## src/rtl/prio_encoder_seq.sv

```systemverilog
// Registered N-to-log2(N) priority encoder. Request pulses are latched into a pending register, and the winner is presented on a valid/ready port.
// Optional round-robin priority is enabled by the PRIO_ROTATE_EN macro. The default build uses fixed priority, where the highest index wins.
module prio_encoder_seq #(
   parameter int N = 8,
   localparam int W = $clog2(N)
) (
   input  logic         clk,
   input  logic         rst_n,
   input  logic         clr,
   input  logic [N-1:0] d,
   input  logic         out_ready,
   output logic         out_valid,
   output logic [W-1:0] out_idx,
   output logic [N-1:0] pending,
   output logic         overflow
);

   localparam logic [0:0] S_IDLE = 1'b0;
   localparam logic [0:0] S_HOLD = 1'b1;

   logic [0:0]   state;
   logic         load;
   logic [N-1:0] cand;
   logic [W-1:0] win_idx;
   logic [N-1:0] g;

   assign out_valid = (state == S_HOLD);
   // A new winner is loaded when the output slot is empty or being consumed.
   assign load = (|pending) && (!out_valid || out_ready);

`ifdef PRIO_ROTATE_EN
   logic [W-1:0] last;
   logic [N-1:0] low_mask;
   logic [N-1:0] masked;

   // Priority descends from last-1 and wraps to N-1 when nothing lower is pending.
   always_comb begin
      low_mask = '0;
      for (int i = 0; i < N; i++) begin
         low_mask[i] = (i < int'(last));
      end
      masked = pending & low_mask;
      cand   = (|masked) ? masked : pending;
   end

   always_ff @(posedge clk or negedge rst_n) begin
      if (!rst_n) begin
         last <= '0;
      end else if (clr) begin
         last <= '0;
      end else if (load) begin
         last <= win_idx;
      end
   end
`else
   assign cand = pending;
`endif

   always_comb begin
      win_idx = '0;
      for (int i = 0; i < N; i++) begin
         if (cand[i]) begin
            win_idx = W'(i);
         end
      end
   end

   assign g = load ? ({{(N-1){1'b0}}, 1'b1} << win_idx) : '0;

   always_ff @(posedge clk or negedge rst_n) begin
      if (!rst_n) begin
         state    <= S_IDLE;
         out_idx  <= '0;
         pending  <= '0;
         overflow <= 1'b0;
      end else if (clr) begin
         state    <= S_IDLE;
         out_idx  <= '0;
         pending  <= '0;
         overflow <= 1'b0;
      end else begin
         // If a set and a grant hit the same bit in one cycle, the set wins.
         pending  <= (pending & ~g) | d;
         overflow <= |(d & pending & ~g);
         if (load) begin
            state   <= S_HOLD;
            out_idx <= win_idx;
         end else if (out_valid && out_ready) begin
            state   <= S_IDLE;
         end
      end
   end

endmodule

```

## config.mk

```make
export PLATFORM = sky130hd
export DESIGN_NAME = prio_encoder_seq
export DESIGN_NICKNAME = d
export VERILOG_FILES = /design/src/rtl/prio_encoder_seq.sv
export SDC_FILE = /design/constraint.sdc
export NUM_CORES = 1
export LEC_CHECK = 0
export ABC_AREA = 1
export ABC_CLOCK_PERIOD_IN_PS = 1200
export CAP_MARGIN = 20
export CELL_PAD_IN_SITES_DETAIL_PLACEMENT = 1
export CELL_PAD_IN_SITES_GLOBAL_PLACEMENT = 2
export CORE_MARGIN = 5
export CORE_UTILIZATION = 21
export CTS_BUF_LIST = sky130_fd_sc_hd__clkbuf_16
export DETAILED_ROUTE_END_ITERATION = 10
export MAX_ROUTING_LAYER = met4
export PLACE_DENSITY = 0.72
export SLEW_MARGIN = 0
export SYNTH_ARGS = -nofsm -noshare
export SYNTH_HDL_FRONTEND = slang
export SYNTH_SLANG_ARGS = --single-unit
export TNS_END_PERCENT = 1
```

## constraint.sdc

```tcl
create_clock -name clk -period 1.2 [get_ports clk]
set_input_delay 0.24 -clock clk [delete_from_list [all_inputs] [get_ports clk]]
set_output_delay 0.24 -clock clk [all_outputs]
set_load 0.1 [all_outputs]
```

* After elaboration in Yosys (flattened, before gate mapping)
Cells that the tools add are included.
W data, S select, Z words.
** Word-level totals
- Flip-flop bits (word level) :: 13
- Output and inout port bits :: 13
** Operators by class
- Shift-type cells :: 1
- Multiplexer cells :: 15
- Bitwise operators :: 5
- Reduce and logical (&&, ||, !) cells :: 8
** Operator list (count)
- $and A8 B8 Y8 :: 3
- $mux W3 :: 6
- $mux W8 :: 2
- $reduce_or A8 Y1 :: 2
- $not A8 Y8 :: 1
- $or A8 B8 Y8 :: 1
- $shl A1 B3 Y8 const A :: 1
- $mux W1 :: 5
- $mux W2 :: 2
- $reduce_bool A3 Y1 :: 1
- $logic_and A1 B1 Y1 :: 2
- $reduce_bool A2 Y1 :: 1
- $logic_not A1 Y1 :: 1
- $logic_or A1 B1 Y1 :: 1

* Logic depth before layout (Yosys ltp)
- Word-level depth :: 13
- Gate-level depth with buffers :: 12
- Mapped depth without buffers :: 12

* Least setup slack after synthesis
No wires, ideal clock.
- Kind :: reg-to-reg
- Start :: reg pending[7]
- End :: reg overflow
- Arrival time :: 1.787 ns
- Slack :: -0.724 ns
- Cell stages (with the launch flop) :: 10
- Path through :: dfrtp_1 > inv_2 > nand3_2 > nor2_4 > nor2_4 > clkinv_2 > nand3_1 > nand2_1 > nor2_1 > a21oi_1
** Between the ends
- Cells in the longest elaborated chain, start to end :: 7
** RTL lines
- start: declaration :: line 14 : output logic [N-1:0] pending,
- start signal: assignment :: line 83 : pending <= (pending & ~g) | d;
- $reduce_or A8 Y1 / $mux W3 (equally long branches) :: line 29, 62
- $logic_and A1 B1 Y1 / $shl A1 B3 Y8 (equally long branches) :: line 29, 68
- $mux W8 :: line 68 : assign g = load ? ({{(N-1){1'b0}}, 1'b1} << win_idx) : '0;
- $not A8 Y8 :: line 84 : overflow <= |(d & pending & ~g);
- $and A8 B8 Y8 (*) :: line 84
- $reduce_or A8 Y1 (*) :: line 84
- $mux W1 (*) :: line 76 : end else if (clr) begin
- end signal: assignment :: line 84
- end: declaration :: line 15 : output logic overflow
Mark *: on every way between the ends. The rest lies on a longest branch, timed or not.
A chain may end at the register's enable or synchronous reset.

* Worst setup path after layout
- Start :: reg pending[5]
- End :: reg overflow
** Between the ends
- Cells in the longest elaborated chain, start to end :: 9
** RTL lines
- $mux W3 (3 in series) :: line 62 : if (cand[i]) begin
- $shl A1 B3 Y8 :: line 68
- $mux W8 :: line 68
- $not A8 Y8 :: line 84
- $and A8 B8 Y8 (*) :: line 84
- $reduce_or A8 Y1 (*) :: line 84
- $mux W1 (*) :: line 76
Marked as above.

==> out/qor.yml <==
status: "complete, but fails checks"
violations: "negative setup slack"
routed_via_density: 4.26
syn2layout_area_growth_pct: 110
synth_top_area_share_pct: 43.7
hold_viol: 0
insertion_delay_ps: 240
finalWorstSetupSlack_ps: -243
place_congestion: 0.767
final_util_pct: 46.1
wire_per_inst_um: 12.9
netlist_area_um2: 744
start_util_pct: 22.0
pin_count: 25
p_total_mw: 1.99
register_area_um2: 359
cp_num_buf_inv: 2
drc: 0
cp_max_fo: 5
synthTopCellsByCount: "nand2_1, nand3_1, dfrtp_1, nor2_1"
htreeDepth: 1
crit_type: "flop to flop"
yosysMostFrequentCell: "nand2_1"
maxSlewViolCount: 0
fin_crit_sh_pct: 120
cts_inserted_buffers: 3
worstMarginPinSlew_ps: 205
cts_tree: "yes"
drt-initial-drc-count: 19
cp_top_family: "simple AND/OR/NAND/NOR gates"
numPortBuffers: 24
arrival_ps: 1570
reg2reg_from: "pending[5]"
async_reset_ff_share_pct: 100
ys_types: 16
drive_gt1_share_pct: 54.0
routed_wl_um: 2530
maxCapViolations: 0
reg2regPathDepth: 10
fin_crit_ps: 1440
whs_ps: 322
synth_seq_cells: 13
grt_setup_unrepaired: "yes"
vias: 834
gr-total-overflow: 0
slowest_stage: "dfrtp_4"
synth_ff_type: "dfrtp_1"
core_area_um2: 3390
fillers: 395
p_leak_nw: 0.708
multi_input_area_um2: 437
postRouteAntennaNets: 0
antenna_found_initial: 0
syn_inst: 100
hp-class: "input pin to asynchronous set/reset pin"
finalSetupViolations: 21
die_w_um: 69.5
grt_max_degree: 14
cts_num_sinks: 13
cts_buffer_depth: 2
nNetsFinal: 163
drt_pass1_iterations: 4
worstSetupStartpointType: "flop"
endpoint_kind: "flop"
syn_avg_cell_area_um2: 7.44
dpl.hpwl_um: 2090
grt_pass1_wl_um: 4520
fmax_ghz: 0.693
cp_common_cell: "nand2_1"
synth_top_area_cell: "dfrtp_1"
row_count: 21
synth_warnings: 0
grt_pass1_vias: 970
cts_hold_buffers: 0
ir_drop_uv: 505
path_cells: "inv_2 -> nand2_2 -> nor2_2 -> nor2_4 -> inv_1 -> nand4_1 -> nand2_1 -> nand2_1 -> nor2_1 -> a21oi_1"
grtUsageTotal_pct: 12.1
final.setup_skew_ps: 1.01
clk_pin_slew_ps: 50
slew_headroom_pct: 86.3
rr_endpoint: "overflow"
reg2reg_setup_slack_ps: -240
synth_edf_count: 0
synthesis.nets: 112
crit_required_ps: 1330
yosysSeqAreaShare_pct: 43.7
critPathMaxStageDelay_ps: 500
ctsRootBufferMaster: "clkbuf_16"
n_antenna_cell: 0
dieArea_um2: 4840
die_h_um: 69.5
synthTopCellsByArea: "dfrtp_1, nand3_1, nand2_1"
power_density_nw_per_um2: 1280
[worst reg2reg max path, cell delays in order (launching register included)]
cell     delay (ps)
dfrtp_4         500
inv_2            70
nand2_2          70
nor2_2          130
nor2_4           60
inv_1            80
nand4_1         130
nand2_1          80
nand2_1          50
nor2_1           80
a21oi_1          60
[stage by stage]
stage | setup slack, ps | std cells | instance area, µm² | setup TNS, ps
4_1_cts | -285 | 195 | 1500 | -2660
3_3_place_gp | -398 | 188 | 1370 | -2710
6_report | -243 | 196 | 1560 | -2170
3_5_place_dp | -466 | 188 | 1370 | -3130
2_1_floorplan | -315 | 100 | 798 | -2390
5_1_grt | -352 | 196 | 1560 | -3460
[power breakdown]
| part | leakage, nW | switching [mW] | total [mW] | internal (mW) |
|---|---|---|---|---|
| Clock | 0.0423 | 0.194 | 0.635 | 0.440 |
| Combinational | 0.514 | 0.495 | 0.827 | 0.332 |
| Sequential | 0.152 | 0.0432 | 0.533 | 0.489 |
[metal layers]
layer / part of all wire [%] / GRT usage, % / routed length [µm]
met1: 44 / 13.9 / 1100
met2: 51 / 20.1 / 1280
met3: 3.2 / 2.32 / 80
met4: 2.4 / 5.86 / 61
met5: 0 / - / 0
[kinds of logic after synthesis]
family                 share of synthesized area, %
buffers and inverters                          8.23
AND/OR/NAND/NOR                                39.3
AO/OA/AOI/OAI                                  8.74
flip-flops                                     43.7
[repair_timing]
item | 4_1_cts | 5_1_grt
setup buffers | 3 | 1
pin swaps | 3 | 3
gates resized for setup | 9 | 15
endpoints found under the setup margin | 21 | 21
[worst max-delay path by stage]
stage,startpoint,endpoint,cells after the start
2_1_floorplan,pending[5],overflow,10
3_3_place_gp,out_ready,overflow,10
3_5_place_dp,out_ready,overflow,10
4_1_cts,pending[3],overflow,9
5_1_grt,pending[3],overflow,9
6_report,pending[5],overflow,10
[cells in the final DEF, fill, tap and decap left out, types with 4 or more instances in the layout]
cell             instances
a21oi_1                  7
dfrtp_4                  9
nand3_1                 10
nor2_4                   6
buf_6                    6
dfrtp_1                  4
nand3_2                  4
nand2_2                  6
nand2_1                 14
inv_2                    4
inv_1                    8
clkdlybuf4s50_1         11
buf_12                  13
buf_4                   17
nor2_1                  11
[area by class of cell]
cell class              count  area share, %
repair buffers             47           36.2
multi-input cells          71           27.9
flip-flops and latches     13           23.0
clock buffers               3           4.80
inverters                  15           4.16
well taps                  46           3.68
clock inverters             1          0.240
[sequential cells by signal, indices dropped and copies added, names as in the netlist]
register	count
pending	8
out_idx	3
out_valid	1
overflow	1
Note: power is estimated with default switching activity, not from simulation.
==> variant, RTL diff (same flow settings) <==
The option `PRIO_ROTATE_EN` is turned on by a define.
--- a/src/rtl/prio_encoder_seq.sv
+++ b/src/rtl/prio_encoder_seq.sv
@@ -2,2 +2,4 @@
 // Optional round-robin priority is enabled by the PRIO_ROTATE_EN macro. The default build uses fixed priority, where the highest index wins.
+`define PRIO_ROTATE_EN
+
 module prio_encoder_seq #(
Formal check against the unedited RTL: not equivalent (Yosys sat finds a counterexample within 4 cycles, from zero or initial values and one cycle with rst_n low).
==> variant against the unedited design <==
- the run still ends with negative setup slack left
- worst hold slack got worse by 18 ps
- synthesized cell count is 45% higher
- synthesized area up 20%
- critical path depth is 7 higher
- via count increased by 43%
- worst setup slack worse by 740 ps
- design area increased by 25%
- sequential cell count stayed put
- wire length increased by 47%
- global-route usage grew 2.5 points
- largest cell class unchanged
Power is not compared: it rests on default switching activity, and its combinational part moved more than twofold at a synthesized area within 25%.
==> variant: results (changes against the unedited design) <==
Worst setup path
  – Data arrival time at the worst-slack endpoint: 2310 ps (was 1570 ps)
  – Delay-heaviest family, CP: simple AND/OR/NAND/NOR gates (unchanged)
  – Maximum fanout along the worst path: 7 (was 5)
  – Slowest stage delay, CP: 540 ps (was 500 ps)
  – CP max-delay cell: sky130_fd_sc_hd__dfrtp_4 (unchanged)

CTS
  – Number of H-tree levels: 1 (unchanged)
  – Clk slew on worst S/H paths: 50 ps (about the same)
  – Source-to-sink clock delay at the later pin of the worst-skew pair: 240 ps (about the same)

Placed design
  – Final HPWL DP: 2990 um (was 2090 um)
  – Gpl congestion: 0.897 (was 0.767)

STA
  – Post-route worst setup slack: -985 ps (was -243 ps)
  – Final setup violation count: 23 (was 21)
  – Total negative setup slack: -10990 ps (was -2170 ps)
  – Worst-case clock skew: 2.93 ps (was 1.01 ps)
  – Max-slew headroom at the worst pin: 0.776 (was 0.863)

Synthesis
  – Synth warn: 0 (unchanged)
  – Most frequent cells after synthesis: 53 x sky130_fd_sc_hd__nand2_1, 18 x sky130_fd_sc_hd__nor2_1, 17 x sky130_fd_sc_hd__inv_1 (was 18 x sky130_fd_sc_hd__nand2_1, 14 x sky130_fd_sc_hd__nand3_1, 13 x sky130_fd_sc_hd__dfrtp_1, 13 x sky130_fd_sc_hd__nor2_1)
  – Share of the yosys chip area belonging to registers: 0.363 (was 0.437)
  – Syn_nets: 157 (was 112)
  – Leading cell types by total area after synthesis: sky130_fd_sc_hd__dfrtp_1 36%, sky130_fd_sc_hd__nand2_1 22%, sky130_fd_sc_hd__nor2_1 7.5% (was sky130_fd_sc_hd__dfrtp_1 44%, sky130_fd_sc_hd__nand3_1 9.4%, sky130_fd_sc_hd__nand2_1 9.1%)
  – Count of distinct cell types in the synthesized netlist: 18 (was 16)

Route
  – Number of violations reported at the end of detailed-routing iteration 0: 57 (was 19)
  – Routed wire length per instance: 14.0 um (was 12.9 um)
  – Routed vias/inst: 4.49 (was 4.26)

Run status
  – Failing checks: negative setup slack (unchanged)
  – Result of the run: complete, but fails checks (unchanged)

Layout
  – Final #Nets: 228 (was 163)
  – Fraction of final layout cells sized beyond drive strength 1: 0.535 (was 0.540)
  – Leading registers by flop count: pending (8), out_idx (3) (unchanged)
  – Number of inserted filler cells in the final layout: 497 (was 395)
  – Number of antenna diodes: 0 (unchanged)

Global routing
  – First-pass GRT wire length: 6180 um (was 4520 um)
  – Global routing usage summed across all routing layers: 0.146 (was 0.121)
  – Initial antenna violation count: 0 (unchanged)
  – Maximum number of pins on one net before global-route repair: 14 (unchanged)
  – Number of global-route vias before repair: 1392 (was 970)

Power
  – Static leakage power: 0.956 nW
  – Max VDD drop: 0.986 mV
[variant: final timing paths]
path                                              from                      to  slack, ps  depth (start not counted)
worst max-delay path            out_idx[2]$_DFFE_PN0P_      overflow$_DFF_PN0_       -990                         17
worst min-delay path                             rst_n  out_idx[1]$_DFFE_PN0P_        300                          2
worst max register to register  out_idx[2]$_DFFE_PN0P_      overflow$_DFF_PN0_       -990                         17
worst min register to register   out_valid$_DFFE_PN0P_   out_valid$_DFFE_PN0P_        630                          2
max in group asynchronous                        rst_n    pending[1]$_DFF_PN0_        710                          2
min in group clk                                  d[4]    pending[4]$_DFF_PN0_        620                          3
[variant: area by class of cell]
type                       instances  area (um^2)  share of cell area
clock buffer                       3         75.1              0.0385
multi-input combinational        110          638               0.327
sequential                        13          357               0.183
clock inverter                     1         5.00             0.00257
timing repair buffer              67          734               0.377
inverter                          21         78.8              0.0404
tap                               50         62.6              0.0321
[variant: through the flow]
stage | area [um^2] | setup slack [ps] | std cells | hold slack, ps | total power, W
4_1_cts | 1840 | -1020 | 262 | 311 | 0.00331
2_1_floorplan | 933 | -930 | 145 | -55.6 | 0.00161
5_1_grt | 1950 | -1170 | 265 | 326 | 0.00372
3_5_place_dp | 1650 | -1030 | 256 | 558 | 0.00254
6_report | 1950 | -985 | 265 | 304 | 0.00351
3_3_place_gp | 1650 | -984 | 256 | 547 | 0.00251
[variant: metal layers]
layer	vias up	global-route usage	share of wire
met5	-	-	0
met4	0	0.0505	0.018
met3	6	0.0119	0.022
met2	20	0.275	0.53
met1	569	0.159	0.43
li1	594	-	-
[variant: cells by family (layout without fill, tap and decap cells)]
group / after synthesis / in the layout / synth area share
and+or+nand+nor: 91 / 91 / 0.427
AOI/OAI and AO/OA: 19 / 19 / 0.117
buffers and inverters: 22 / 92 / 0.0922
DFF: 13 / 13 / 0.363
[variant: what timing repair did]
| item | CTS | global route |
|---|---|---|
| endpoints found under the setup margin | 24 | 24 |
| pin swaps | 3 | 12 |
| gates resized for setup | 25 | 28 |
| buffers inserted | 2 | 3 |
[variant: power breakdown]
| group | internal (W) | switching, W | leakage [nW] |
|---|---|---|---|
| Clock | 0.000444 | 0.000193 | 0.0409 |
| Combinational | 0.000976 | 0.00125 | 0.766 |
| Sequential | 0.000529 | 0.000115 | 0.149 |
| Total | 0.00195 | 0.00156 | 0.956 |
